==> src/rtl/fetch_pkg.sv <==
// Shared types and constants for the KGP-RISC fetch sequencer.
package fetch_pkg;

  localparam int unsigned XLEN_DEFAULT = 32;
  localparam int unsigned FETCH_CNT_W  = 32;
  localparam int unsigned SQUASH_CNT_W = 16;

  typedef enum logic [1:0] {
    IDLE     = 2'd0,
    FETCH    = 2'd1,
    OUT      = 2'd2,
    REDIRECT = 2'd3
  } fetch_state_e;

endpackage

==> src/rtl/fetch_perf_cnt.sv <==
// Free-running fetch and squash event counters; both wrap on overflow.
module fetch_perf_cnt
  import fetch_pkg::*;
(
  input  logic                    clk,
  input  logic                    rst,
  input  logic                    fetch_inc_i,
  input  logic                    squash_inc_i,
  output logic [FETCH_CNT_W-1:0]  fetch_cnt_o,
  output logic [SQUASH_CNT_W-1:0] squash_cnt_o
);

  logic [FETCH_CNT_W-1:0]  fetch_cnt_q, fetch_cnt_d;
  logic [SQUASH_CNT_W-1:0] squash_cnt_q, squash_cnt_d;

  always_comb begin
    fetch_cnt_d  = fetch_cnt_q + FETCH_CNT_W'(fetch_inc_i);
    squash_cnt_d = squash_cnt_q + SQUASH_CNT_W'(squash_inc_i);
  end

  always_ff @(posedge clk or negedge rst) begin
    if (!rst) begin
      fetch_cnt_q  <= '0;
      squash_cnt_q <= '0;
    end else begin
      fetch_cnt_q  <= fetch_cnt_d;
      squash_cnt_q <= squash_cnt_d;
    end
  end

  assign fetch_cnt_o  = fetch_cnt_q;
  assign squash_cnt_o = squash_cnt_q;

endmodule

==> src/rtl/fetch_ctrl.sv <==
// Fetch sequencer: PC advance/branch control, imem handshake, one-entry decode slot.
// Define FETCH_PERF_CNT_EN to add the fetch_cnt / squash_cnt counter outputs.
module fetch_ctrl
  import fetch_pkg::*;
#(
  parameter int unsigned XLEN = XLEN_DEFAULT
) (
  input  logic                    clk,
  input  logic                    rst,
  input  logic [XLEN-1:0]         pc_in,
  output logic                    pc_adv,
  output logic                    take_branch,
  output logic                    imem_req,
  output logic [XLEN-1:0]         imem_addr,
  input  logic                    imem_ack,
  input  logic [XLEN-1:0]         imem_rdata,
  output logic                    instr_valid,
  output logic [XLEN-1:0]         instr,
  output logic [XLEN-1:0]         instr_pc,
  input  logic                    dec_ready,
  input  logic                    br_req,
  output logic                    br_ack,
`ifdef FETCH_PERF_CNT_EN
  output logic [FETCH_CNT_W-1:0]  fetch_cnt,
  output logic [SQUASH_CNT_W-1:0] squash_cnt,
`endif
  output logic                    misalign
);

  fetch_state_e    state_q, state_d;
  logic            br_pend_q, br_pend_d;
  logic [XLEN-1:0] instr_q, instr_d;
  logic [XLEN-1:0] instr_pc_q, instr_pc_d;

  always_ff @(posedge clk or negedge rst) begin
    if (!rst) begin
      state_q    <= IDLE;
      br_pend_q  <= 1'b0;
      instr_q    <= '0;
      instr_pc_q <= '0;
    end else begin
      state_q    <= state_d;
      br_pend_q  <= br_pend_d;
      instr_q    <= instr_d;
      instr_pc_q <= instr_pc_d;
    end
  end

  always_comb begin
    state_d     = state_q;
    br_pend_d   = br_pend_q;
    instr_d     = instr_q;
    instr_pc_d  = instr_pc_q;
    pc_adv      = 1'b0;
    take_branch = 1'b0;
    imem_req    = 1'b0;
    imem_addr   = '0;
    instr_valid = 1'b0;
    br_ack      = 1'b0;
    misalign    = 1'b0;
    case (state_q)
      IDLE: state_d = FETCH;
      FETCH: begin
        imem_req  = 1'b1;
        imem_addr = pc_in;
        misalign  = |pc_in[1:0];
        if (br_req) br_pend_d = 1'b1;
        // A branch seen at any point of the fetch makes the returned word wrong-path.
        if (imem_ack) begin
          if (br_pend_q || br_req) begin
            state_d = REDIRECT;
          end else begin
            instr_d    = imem_rdata;
            instr_pc_d = pc_in;
            state_d    = OUT;
          end
        end
      end
      OUT: begin
        instr_valid = 1'b1;
        if (br_req) begin
          state_d = REDIRECT;
        end else if (dec_ready) begin
          pc_adv  = 1'b1;
          state_d = FETCH;
        end
      end
      REDIRECT: begin
        pc_adv      = 1'b1;
        take_branch = 1'b1;
        br_ack      = 1'b1;
        br_pend_d   = 1'b0;
        state_d     = FETCH;
      end
      default: state_d = IDLE;
    endcase
  end

  assign instr    = instr_q;
  assign instr_pc = instr_pc_q;

`ifdef FETCH_PERF_CNT_EN
  logic fetch_inc_c;
  logic squash_inc_c;

  assign fetch_inc_c  = (state_q == FETCH) && imem_ack;
  assign squash_inc_c = (fetch_inc_c && (br_pend_q || br_req)) ||
                        ((state_q == OUT) && br_req);

  fetch_perf_cnt u_perf_cnt (
    .clk          (clk),
    .rst          (rst),
    .fetch_inc_i  (fetch_inc_c),
    .squash_inc_i (squash_inc_c),
    .fetch_cnt_o  (fetch_cnt),
    .squash_cnt_o (squash_cnt)
  );
`endif

endmodule

==> config.mk <==
export PLATFORM = sky130hd
export DESIGN_NAME = fetch_ctrl
export DESIGN_NICKNAME = d
export VERILOG_FILES = /design/src/rtl/fetch_pkg.sv /design/src/rtl/fetch_perf_cnt.sv /design/src/rtl/fetch_ctrl.sv
export SDC_FILE = /design/constraint.sdc
export NUM_CORES = 1
export LEC_CHECK = 0
export CORE_UTILIZATION = 39
export DETAILED_ROUTE_END_ITERATION = 16
export HOLD_SLACK_MARGIN = 0.06
export PLACE_DENSITY = 0.82
export REMOVE_ABC_BUFFERS = 1
export SYNTH_ARGS = -nofsm -noshare
export SYNTH_HDL_FRONTEND = slang
export SYNTH_HIERARCHICAL = 1
export SYNTH_SLANG_ARGS = --single-unit
==> constraint.sdc <==
create_clock -name clk -period 2.04 [get_ports clk]
set_input_delay 0.306 -clock clk [delete_from_list [all_inputs] [get_ports clk]]
set_output_delay 0.306 -clock clk [all_outputs]
set_load 0.01 [all_outputs]
==> metrics.txt, run 1 <==
Final Power 0.00668 W; CTS tree done; via count 2173; Seq pwr share 34.5%; Max Freq 0.508 GHz; post-synthesis cell count 188; CP Data Required Time 1.73 ns; share of cells above drive strength 1 24.3%; IO Pins 171; fin crit period 1.97 ns; Gate power share 45.7%; fin cells 477; Worst-Margin Slew 0.367 ns; Reg2Reg Depth 4; Design Area, Final 5090 µm²; Die Wd 90.8 µm; routed wire length per instance 16.0 µm; Initial Utilization 40.0%; family with the most delay on the worst path buffers and inverters; vias in the first global route 2358; Max stage delay cell, worst path clkdlybuf4s50_1; number of synthesized register bits 67; Yosys cell types 16; register area share after synthesis 54.6%; largest net degree at the start of global routing 68; period utilization 96.5%; core footprint 7690 µm²; placed standard-cell area 4840 µm²; CP Class register to output port; initial antenna violation count 0; Iter 0 DRT Violations 63; DRC viols 0; worst path bufs/invs 2; Total Routing Usage GR 18.7%; Slew Viols, Final 0; NetSw 0.00187 W; synthesis-to-layout area growth 65.6%; Die Footprint 8240 µm²; total of max-cap violations 0; Port Buf Inserts 170; worst-path maximum fanout 12; clk root buf clkbuf_8; antenna-violating nets left 0; clock power share 19.8%; Final Hold Viols 0; CTS max path bufs 2; CP max stage delay 0.54 ns; via density per instance 4.56; Leak Pwr 2.29 nW; Setup-failing EPs final 0; GR Overflow Total 0; post-layout net count 439; Peak supply drop 665 µV; HPWL after DPL 5540 µm; switching fraction of total power 27.9%; worst reg2reg startpoint state_q[1]$_DFFE_PN0P_; Core Rows 32; Crit. End Element output port; Sink Count 67; crit path DAT 1.66 ns; Setup crit start kind register; CTS buffer count 9; Worst-path clk slew 0.08 ns; hold crit path type primary input to async pin; yosys warns 6; Cell Area, Synth 3070 µm²; H-tree levels 3; worst-skew pair later-pin latency 0.32 ns; total iterations of the first detailed-routing run 4; Worst Skew 0.00628 ns; power density cells 1310 nW/µm²; die span in y 90.8 µm; relative max-transition margin 75.5%; first-pass GRT wire length 11900 µm; CP cell instances nor2b_4 -> buf_6 -> clkdlybuf4s50_1; FF-to-FF setup slack 0.36 ns; syn avg cell area 16.3 µm²; internal power 0.00481 W; Reg-to-Reg End instr[11]$_DFFE_PN0P_; RePlAce Congestion 0.739; dpl cells 457; # diodes 0; routed wire length 7610 µm; cell depth of the worst setup path 3; status finished clean
## power by group through the flow
stage          Combinational [W]  Clock [W]  Sequential (W)
6_report                 0.00305    0.00132         0.00230
3_5_place_dp             0.00311          0         0.00231
3_3_place_gp             0.00303          0         0.00229
5_1_grt                  0.00321    0.00140         0.00238
4_1_cts                  0.00309    0.00135         0.00231
2_1_floorplan            0.00104          0         0.00256
## synth_stat cells, drive strengths merged
cell,count,area (µm²)
nor2b,4,25.0
inv,1,3.75
clkbuf,3,11.3
and2,34,215
mux2,64,946
buf,8,148
a22o,1,8.76
nor2,1,3.75
o21ai,1,5.00
o21a,1,7.51
and4bb,1,12.5
dfrtp,67,1680
a21oi,2,10.0
## what timing repair did
| action | CTS | global route |
|---|---|---|
| cloned | 1 | 0 |
| resized for setup | 39 | 0 |
| setup buffers | 1 | 1 |
| endpoints found under the hold margin | 67 | 0 |
| hold buffers | 1 | 0 |
| setup endpoints to repair | 34 | 1 |
## metal layers
| metal | track usage (%) | share of wire [%] |
|---|---|---|
| met1 | 22.0 | 40 |
| met3 | 3.70 | 5.4 |
| met4 | 5.65 | 1.3 |
| met5 | 0 | 0 |
| met2 | 34.0 | 53 |
## worst register-to-register path, cell delays in order, from the launching register on
cell and delay, ns:
dfrtp_2 0.45, and4bb_1 0.28, and2_4 0.25, buf_12 0.22, mux2_1 0.35
## state kept, by name, indices dropped and copies added, names as in the netlist
register / flops
br_pend_q: 1
instr: 32
instr_pc: 32
state_q: 2
## how the worst max path moves through the flow
stage,endpoint,startpoint,slack (ns)
after floorplan,instr[10]$_DFFE_PN0P_,state_q[1]$_DFFE_PN0P_,0.11
after global placement,instr[11]$_DFFE_PN0P_,imem_ack,0.10
after detailed placement,instr[11]$_DFFE_PN0P_,imem_ack,0.06
after CTS,imem_req,state_q[1]$_DFFE_PN0P_,0.05
after global routing,imem_req,state_q[1]$_DFFE_PN0P_,-0.004
final,imem_req,state_q[1]$_DFFE_PN0P_,0.07
## through the flow
stage / hold slack, ns / util (%) / setup slack [ns] / setup TNS [ns]
after detailed placement: 0.347 / 62.9 / 0.0559 / 0
final: 0.487 / 66.2 / 0.0706 / 0
after floorplan: 0.0104 / - / 0.109 / 0
after global placement: 0.348 / 62.9 / 0.101 / 0
after global routing: 0.520 / 66.2 / -0.00362 / -0.00362
after CTS: 0.501 / 66.1 / 0.0542 / 0
## cell families (layout without fill, tap and decap cells)
| family | Yosys count | count (layout) | synth area share [%] |
|---|---|---|---|
| flip-flops | 67 | 67 | 54.6 |
| multiplexers | 64 | 64 | 30.8 |
| AO/OA/AOI/OAI | 5 | 5 | 1.02 |
| AND/OR/NAND/NOR | 40 | 40 | 8.35 |
| buffers and inverters | 12 | 199 | 5.29 |
## cell usage in the layout, fill, tap and decap left out
master | Yosys | routed
a21oi_1 | 2 | 2
a22o_1 | 1 | 1
and2_1 | 33 | 33
and2_4 | 1 | 1
and4bb_1 | 1 | 1
buf_12 | 7 | 3
buf_2 | 0 | 1
buf_4 | 1 | 5
buf_6 | 0 | 3
bufinv_16 | 0 | 3
clkbuf_8 | 0 | 9
clkdlybuf4s50_1 | 0 | 136
clkinv_2 | 0 | 2
clkinv_4 | 0 | 1
clkinvlp_4 | 0 | 1
dfrtp_1 | 67 | 66
dfrtp_2 | 0 | 1
dlygate4sd2_1 | 0 | 33
dlygate4sd3_1 | 0 | 1
inv_1 | 1 | 1
mux2_1 | 4 | 4
mux2_4 | 60 | 60
nor2_1 | 1 | 1
nor2b_1 | 4 | 3
nor2b_4 | 0 | 1
o21a_1 | 1 | 1
o21ai_0 | 1 | 1
## area by class of cell
class / instances / area, µm²
Fill cell: 603 / 2600
Timing Repair Buffer: 182 / 1800
Sequential cell: 67 / 1680
Multi-Input combinational cell: 109 / 1240
Tap cell: 102 / 128
Clock buffer: 9 / 124
Clock inverter: 7 / 116
Inverter: 1 / 3.75
No activity file was read; power rests on OpenSTA's default activity.
==> run 2: changes to the inputs <==
--- a/config.mk
+++ b/config.mk
@@ -8,7 +8,7 @@
 export CORE_UTILIZATION = 39
 export DETAILED_ROUTE_END_ITERATION = 16
 export HOLD_SLACK_MARGIN = 0.06
-export PLACE_DENSITY = 0.82
+export PLACE_DENSITY = 0.89
 export REMOVE_ABC_BUFFERS = 1
 export SYNTH_ARGS = -nofsm -noshare
 export SYNTH_HDL_FRONTEND = slang
==> run 2 against run 1 <==
Net effect:
- routed wire length is 5.8% lower
- total power fell by 4.2%
- clock skew up 0.0011 ns
- sequential cell count is the same
- setup slack better by 0.058 ns
- global-route usage decreased by 0.20 points
- via count down 2.0%
- critical endpoint is now pc_adv
- largest cell class unchanged
==> metrics.txt, run 2 (synthesis gave the netlist of run 1 again) <==
Reg-to-Reg End instr[13]$_DFFE_PN0P_; via density per instance 4.49; hold crit path type primary input to async pin; CP max stage delay 0.50 ns; Reg2Reg Depth 4; share of cells above drive strength 1 23.7%; total iterations of the first detailed-routing run 4; period utilization 93.7%; uppermost layer routed met4; Final Hold Viols 0; setup TNS 0 ns; Setup-failing EPs final 0; worst-path maximum fanout 3; Leak Pwr 2.26 nW; relative max-transition margin 66.4%; first-pass GRT wire length 11800 µm; worst reg2reg startpoint state_q[1]$_DFFE_PN0P_; initial antenna violation count 0; Iter 0 DRT Violations 42; Peak supply drop 661 µV; Place WS 0.0753 ns; CP Class primary input to output port; dpl cells 456; CP Data Required Time 1.73 ns; Worst Skew 0.00738 ns; Slew Viols, Final 0; Total Routing Usage GR 18.5%; routed wire length 7170 µm; vias in the first global route 2345; Met2 Wirelength 3810 µm; Worst-path clk slew 0.08 ns; routed wire length per instance 15.1 µm; RePlAce Congestion 0.745; DRC viols 0; Setup crit start kind primary input; clk root buf clkbuf_8; H-tree levels 3; core footprint 7690 µm²; via count 2129; status finished clean; CTS max path bufs 2; min setup slack post-route 0.128 ns; Core Rows 32; antenna-violating nets left 0; CTS tree done; Die Footprint 8240 µm²; crit path DAT 1.61 ns; total of max-cap violations 0; Critical path destination pc_adv; FF-to-FF setup slack 0.38 ns; IO Pins 171; most frequent cells in the layout clkdlybuf4s50_1, dfrtp_1, mux2_4; CP cell instances clkdlybuf4s50_1 -> inv_1 -> a21oi_1 -> nor2b_1 -> clkdlybuf4s50_1; largest net degree at the start of global routing 36; WL met3 444 µm; power density cells 1270 nW/µm²; Worst-Margin Slew 0.503 ns; CTS buffer count 9; Crit. End Element output port; M1 WL 2880 µm; RSZ-0062 raised after global routing false; die span in y 90.8 µm; HPWL after DPL 5410 µm; final core occ 65.4%; fillcell total 572; # diodes 0; worst-skew pair later-pin latency 0.33 ns; Die Wd 90.8 µm; fin crit period 1.91 ns; Worst Setup SP br_req; Sink Count 67; GR Overflow Total 0; post-layout net count 436; commonest non-fill, non-tap cell in the layout clkdlybuf4s50_1; synthesis-to-layout area growth 63.7%; Max Freq 0.523 GHz; fin cells 474; Crit path top cell by count clkdlybuf4s50_1; Max stage delay cell, worst path clkdlybuf4s50_1; Port Buf Inserts 170; Initial Utilization 40.0%
[run 2: cell types whose count changed in the layout (fill, tap and decap cells not counted), sizes merged]
cell | previous run | this run
clkdlybuf4s50 | 136 | 135
inv | 1 | 2
clkinv | 3 | 4
buf | 12 | 9
dlymetal6s2s | 0 | 1
bufinv | 3 | 1
[run 2: metal layers]
metal  up-vias  global-route usage (%)
li1       1000                       -
met1      1027                    21.2
met2        96                    32.8
met3         6                    5.13
met4         0                    6.32
met5         -                       0
[run 2: worst max-delay path, delay by kind of cell]
kind | cells | cell delay (ns)
compound gates | 1 | 0.18
simple gates | 1 | 0.07
buf+inv | 3 | 1.05
[run 2: area by class of cell]
class | instances | area [µm²] | share of cell area (%)
clock buffer | 9 | 124 | 2.46
clock inverter | 7 | 77.6 | 1.54
inverter | 1 | 3.75 | 0.0746
multi-input combinational | 109 | 1240 | 24.7
sequential | 67 | 1680 | 33.4
tap | 102 | 128 | 2.54
timing repair buffer | 179 | 1780 | 35.3
[run 2: repair_timing]
item | CTS | global route
resized for setup | 35 | 1
hold buffers | 1 | 0
buffers inserted | 1 | 0
endpoints found under the setup margin | 34 | 1
endpoints found under the hold margin | 19 | 0
[run 2: report_power, final]
| part | switching (W) | internal, W | total (W) |
|---|---|---|---|
| Combinational | 0.000960 | 0.00205 | 0.00301 |
| Clock | 0.000511 | 0.000572 | 0.00108 |
| Sequential | 0.000364 | 0.00194 | 0.00230 |
[run 2: worst min path at each step]
stage	to	slack (ns)	depth (start not counted)	from
after floorplan	br_pend_q$_DFFE_PN0P_	0.01	0	rst
after global placement	instr[22]$_DFFE_PN0P_	0.30	1	rst
after detailed placement	instr[10]$_DFFE_PN0P_	0.32	1	rst
after CTS	instr[22]$_DFFE_PN0P_	0.47	2	rst
after global routing	instr[22]$_DFFE_PN0P_	0.51	2	rst
final	instr[22]$_DFFE_PN0P_	0.48	2	rst
[run 2: metrics by stage]
step           hold WS (ns)  total power (W)  area (µm²)
2_1_floorplan        0.0104          0.00360        2910
3_3_place_gp          0.302          0.00532        4840
3_5_place_dp          0.316          0.00540        4840
4_1_cts               0.475          0.00649        5030
5_1_grt               0.511          0.00674        5030
6_report              0.481          0.00639        5030
